## src/rtl/serial_adder_pkg.sv

```systemverilog
// rtl/serial_adder_pkg.sv - shared state encoding and counter sizing for serial_adder
package serial_adder_pkg;

  typedef enum logic [1:0] {
    IDLE  = 2'd0,
    SHIFT = 2'd1,
    DONE  = 2'd2
  } state_t;

  // Bit counter width; a 1-bit counter is still needed when WIDTH=1
  function automatic int cnt_width(input int width);
    int w;
    w = $clog2(width);
    return (w < 1) ? 1 : w;
  endfunction

endpackage

```

## src/rtl/full_adder.sv

```systemverilog
// rtl/full_adder.sv - single-bit full adder cell
module full_adder (
  input  logic i_a,
  input  logic i_b,
  input  logic i_c,
  output logic o_s,
  output logic o_c
);

  // Sum and carry of three input bits
  always_comb begin
    o_s = i_a ^ i_b ^ i_c;
    o_c = (i_a & i_b) | (i_a & i_c) | (i_b & i_c);
  end

endmodule

```

## src/rtl/serial_adder.sv

```systemverilog
// rtl/serial_adder.sv - LSB-first bit-serial adder; optional subtract mode via SERIAL_ADDER_SUB_EN
module serial_adder
  import serial_adder_pkg::*;
#(
  parameter int WIDTH = 8
) (
  input  logic             clk,
  input  logic             rst,
  input  logic             start,
  input  logic [WIDTH-1:0] a,
  input  logic [WIDTH-1:0] b,
  input  logic             c_in,
`ifdef SERIAL_ADDER_SUB_EN
  input  logic             sub,
`endif
  output logic             ready,
  output logic             done,
  output logic [WIDTH-1:0] sum,
  output logic             c_out
);

  localparam int CW = cnt_width(WIDTH);
  localparam logic [CW-1:0] LAST = CW'(WIDTH - 1);

  state_t           r_state;
  state_t           w_state_next;
  logic [WIDTH-1:0] r_a_sh;
  logic [WIDTH-1:0] r_b_sh;
  logic [WIDTH-1:0] r_sum_sh;
  logic             r_carry;
  logic [CW-1:0]    r_count;
  logic [WIDTH-1:0] r_sum;
  logic             r_c_out;
  logic             r_done;

  logic             w_fa_s;
  logic             w_fa_co;
  logic [WIDTH-1:0] w_sum_next;
  logic [WIDTH-1:0] w_b_load;
  logic             w_c_load;
  logic             w_last;

  full_adder u_fa (
    .i_a (r_a_sh[0]),
    .i_b (r_b_sh[0]),
    .i_c (r_carry),
    .o_s (w_fa_s),
    .o_c (w_fa_co)
  );

  // Operand B and initial carry as loaded; subtract mode adds the ones' complement plus one
  always_comb begin
    w_b_load = b;
    w_c_load = c_in;
`ifdef SERIAL_ADDER_SUB_EN
    if (sub) begin
      w_b_load = ~b;
      w_c_load = 1'b1;
    end
`endif
  end

  // Partial sum after this bit: new bit enters at the MSB, earlier bits move toward the LSB
  always_comb begin
    w_sum_next = r_sum_sh >> 1;
    w_sum_next[WIDTH-1] = w_fa_s;
  end

  assign w_last = (r_state == SHIFT) && (r_count == LAST);

  // State register
  always_ff @(posedge clk or posedge rst) begin
    if (rst) r_state <= IDLE;
    else     r_state <= w_state_next;
  end

  // Next-state decode; start is only looked at while idle
  always_comb begin
    w_state_next = r_state;
    case (r_state)
      IDLE:    if (start) w_state_next = SHIFT;
      SHIFT:   if (r_count == LAST) w_state_next = DONE;
      DONE:    w_state_next = IDLE;
      default: w_state_next = IDLE;
    endcase
  end

  // Output decode
  always_comb begin
    ready = (r_state == IDLE);
  end

  // Datapath: capture operands, shift one bit per cycle, publish result on the final bit
  always_ff @(posedge clk or posedge rst) begin
    if (rst) begin
      r_a_sh   <= '0;
      r_b_sh   <= '0;
      r_sum_sh <= '0;
      r_carry  <= 1'b0;
      r_count  <= '0;
      r_sum    <= '0;
      r_c_out  <= 1'b0;
      r_done   <= 1'b0;
    end else begin
      r_done <= w_last;
      case (r_state)
        IDLE: begin
          if (start) begin
            r_a_sh   <= a;
            r_b_sh   <= w_b_load;
            r_carry  <= w_c_load;
            r_sum_sh <= '0;
            r_count  <= '0;
          end
        end
        SHIFT: begin
          r_a_sh   <= r_a_sh >> 1;
          r_b_sh   <= r_b_sh >> 1;
          r_sum_sh <= w_sum_next;
          r_carry  <= w_fa_co;
          r_count  <= r_count + 1'b1;
          if (r_count == LAST) begin
            r_sum   <= w_sum_next;
            r_c_out <= w_fa_co;
          end
        end
        default: ;
      endcase
    end
  end

  assign done  = r_done;
  assign sum   = r_sum;
  assign c_out = r_c_out;

endmodule

```

## config.mk

```make
export PLATFORM = sky130hd
export DESIGN_NAME = serial_adder
export DESIGN_NICKNAME = d
export VERILOG_FILES = /design/src/rtl/serial_adder_pkg.sv /design/src/rtl/full_adder.sv /design/src/rtl/serial_adder.sv
export SDC_FILE = /design/constraint.sdc
export NUM_CORES = 1
export LEC_CHECK = 0
export CORE_UTILIZATION = 35
export DETAILED_ROUTE_END_ITERATION = 16
export SYNTH_ARGS = -nofsm -noshare
export SYNTH_HDL_FRONTEND = slang
export SYNTH_SLANG_ARGS = --single-unit
export TNS_END_PERCENT = 100
```

## constraint.sdc

```tcl
create_clock -name clk -period 1.4 [get_ports clk]
set_input_delay 0.42 -clock clk [delete_from_list [all_inputs] [get_ports clk]]
set_output_delay 0.42 -clock clk [all_outputs]
set_load 0.03 [all_outputs]
```

==> out/qor.txt, run 1 <==
Cells after Synth: 143
Worst setup SP type: flop
RSZ-0062 raised after global routing: yes
gr busiest metal: met2
endpoints failing setup: 10
post-route setup TNS: -0.519 ns
setup slack at placement: -0.317 ns
max-capacitance violation count: 0
post-synth top area share: 55.0%
Final #Nets: 204
initial DRC count: 91
GRT Util Overall: 14.8%
Port Buffers: 30
area taken by multi-input logic gates: 732 sq um
max-slew violation count: 0
wire per inst: 14.5 um
worst-path fanout max: 11
total CTS buffers: 5
first-pass GRT wire length: 5.90 mm
row cnt: 25
HP Class: input port to asynchronous set/reset pin
Unique masters post-synth: 26
CP endpoint kind: flop
synthesized area: 0.00177 sq mm
met1 GRT Util: 20.1%
antenna violations before repair: 0
DR pass1 iterations: 6
die height: 73.2 um
Static Leak: 1.06 nW
ANT nets after route: 0
htree depth: 2
Final Hold Fails: 0
WS Path Type: flop to flop
status: finished with violations
cts-stage hold buffer count: 0
data required time of the critical path: 1.57 ns
via count: 1249
Antenna Cells: 0
Die W: 73.2 um
Peak Freq: 681 MHz
overall routed net length: 3.59 mm
layout cells sized above 1: 30.9%
total congestion overflow: 0
DRC: 0
Reg area: 978 sq um
sequential-to-total area share from yosys stat: 55.0%
Initial Util: 37.1%
gpl congestion: 0.798
number of global-route vias before repair: 1195
core area: 0.00479 sq mm
Filler cells: 432
number of I/O pins: 31
Synth Warn #: 0
Final min period: 1.47 ns
worst path arrival time: 1.64 ns
DIE AREA: 0.00536 sq mm
Worst-path clk slew: 0.07 ns
clock insertion delay at the later pin of the skew report: 0.29 ns
Layout area overhead: 33.4%
Final period util: 105%
failing checks: setup timing
Worst VDD drop: 0.731 mV
worst setup margin: -0.0690 ns
clk sinks: 39
synthesis-stage register bit count: 39
clk_skew: 0.00533 ns
Slew HR: 70.9%
Mapped Nets: 166
clk buf depth: 2
leading area contributor after synthesis: dfrtp_1
Root Driver: clkbuf_8
largest net degree at the start of global routing: 40
syn_area_per_cell: 12.4 sq um
DP HPWL: 2.35 mm
largest cells by area after synthesis: dfrtp_1, mux2_2, nor4b_1, a22o_1, inv_1
met3 Use GR: 4.14%
Power Density: 2070 mW/mm^2
CTS tree: built
drt via density: 5.04
GR Layer Usage met2: 22.4%
Worst-Margin Slew: 0.436 ns
[final timing paths]
check	startpoint	endpoint	slack, ns	cells after the start
max in group asynchronous	rst	r_state[1]	0.71	3
min	rst	done	0.49	3
min in group clk	r_sum_sh[1]	r_sum_sh[1]	0.50	1
min reg2reg	r_sum_sh[1]	r_sum_sh[1]	0.50	1
max reg2reg	r_count[1]	sum[7]	-0.07	5
max	r_count[1]	sum[7]	-0.07	5
[cell type report]
cell class / instances / area share, %
clock buffers: 6 / 3.49
clock inverters: 1 / 0.211
inverters: 19 / 3.01
multi-input cells: 73 / 30.9
flip-flops and latches: 39 / 41.3
well taps: 67 / 3.54
repair buffers: 43 / 17.5
[through the flow]
step / instances / total power, W / hold slack [ns] / instance area (sq um) / util (%)
5_1_grt: 248 / 0.00523 / 0.511 / 2370 / 49.5
3_3_place_gp: 239 / 0.00391 / 0.479 / 2170 / 45.4
2_1_floorplan: 143 / 0.00339 / 0.462 / 1790 / -
6_report: 248 / 0.00490 / 0.487 / 2370 / 49.5
4_1_cts: 247 / 0.00485 / 0.495 / 2300 / 48.0
3_5_place_dp: 239 / 0.00401 / 0.484 / 2170 / 45.4
[metal layers]
| metal | part of all wire (%) | vias up |
|---|---|---|
| met3 | 4.4 | 5 |
| li1 | - | 593 |
| met1 | 49 | 617 |
| met5 | 0 | - |
| met2 | 45 | 34 |
| met4 | 1.5 | 0 |
[kinds of logic after synthesis]
kind of cell               after synthesis  synth area share, %
AOI/OAI and AO/OA                       28                 14.2
adders and majority gates                3                 2.54
buffers and inverters                   31                 8.81
DFF                                     39                 55.0
muxes                                   10                 6.35
and+or+nand+nor                         32                 13.1
[worst max-delay path, cell delays in order (launching register included)]
cell      delay (ns)
dfrtp_1         0.39
ha_2            0.20
ha_4            0.16
nand3b_1        0.12
buf_12          0.15
mux2_2          0.33
[flip-flops by register name, summed over array words and instances, names as in the netlist]
signal / count
r_state: 2
sum: 8
r_sum_sh: 7
r_carry: 1
r_a_sh: 8
c_out: 1
r_b_sh: 8
r_count: 3
done: 1
[report_power, final]
group	internal, W	switching [W]
Combinational	0.00111	0.00109
Clock	0.000386	0.000375
Sequential	0.00163	0.000304
[cells in the mapped netlist]
master	n
fa_1	1
nor2b_1	3
a221oi_1	4
nor3b_1	8
buf_4	3
ha_1	2
inv_1	19
a211oi_1	7
nor2_1	5
o21bai_4	1
a22o_1	9
clkbuf_1	1
nor4b_1	12
a21oi_1	1
and2b_1	1
nand2_1	1
a32o_1	1
nand3b_1	1
a222oi_1	3
dfrtp_1	39
buf_2	5
mux2_2	10
o311ai_1	1
nand4bb_1	1
buf_6	3
a211oi_2	1
[placed cells by master, fill, tap and decap left out, types with 4 or more instances in the layout]
cell type | synthesis | routed
clkdlybuf4s50_1 | 0 | 18
mux2_4 | 0 | 4
a22o_1 | 9 | 9
nor4b_2 | 0 | 5
buf_4 | 3 | 20
dfrtp_1 | 39 | 37
mux2_2 | 10 | 6
clkbuf_8 | 0 | 6
nor3b_1 | 8 | 8
a211oi_1 | 7 | 6
nor2_1 | 5 | 4
nor4b_1 | 12 | 6
inv_1 | 19 | 19
[timing repair]
item	CTS	global route
setup endpoints to repair	12	21
pin swaps	0	0
setup buffers	1	1
resized for setup	7	11
Power figures use the tool's default switching activity.
==> inputs of run 2 (changes only) <==
--- a/config.mk
+++ b/config.mk
@@ -7,6 +7,8 @@
 export LEC_CHECK = 0
 export CORE_UTILIZATION = 35
 export DETAILED_ROUTE_END_ITERATION = 16
+export HOLD_SLACK_MARGIN = 0.03
+export SLEW_MARGIN = 5
 export SYNTH_ARGS = -nofsm -noshare
 export SYNTH_HDL_FRONTEND = slang
 export SYNTH_SLANG_ARGS = --single-unit
==> results of run 2 <==
The final DEF is identical to that of run 1; final timing and power are the same.
==> inputs of run 3 (changes only) <==
--- a/config.mk
+++ b/config.mk
@@ -7,6 +7,7 @@
 export LEC_CHECK = 0
 export CORE_UTILIZATION = 35
 export DETAILED_ROUTE_END_ITERATION = 16
+export GPL_ROUTABILITY_DRIVEN = 0
 export HOLD_SLACK_MARGIN = 0.03
 export SLEW_MARGIN = 5
 export SYNTH_ARGS = -nofsm -noshare
==> results of run 3 <==
The final DEF is identical to that of run 1; final timing and power are the same.
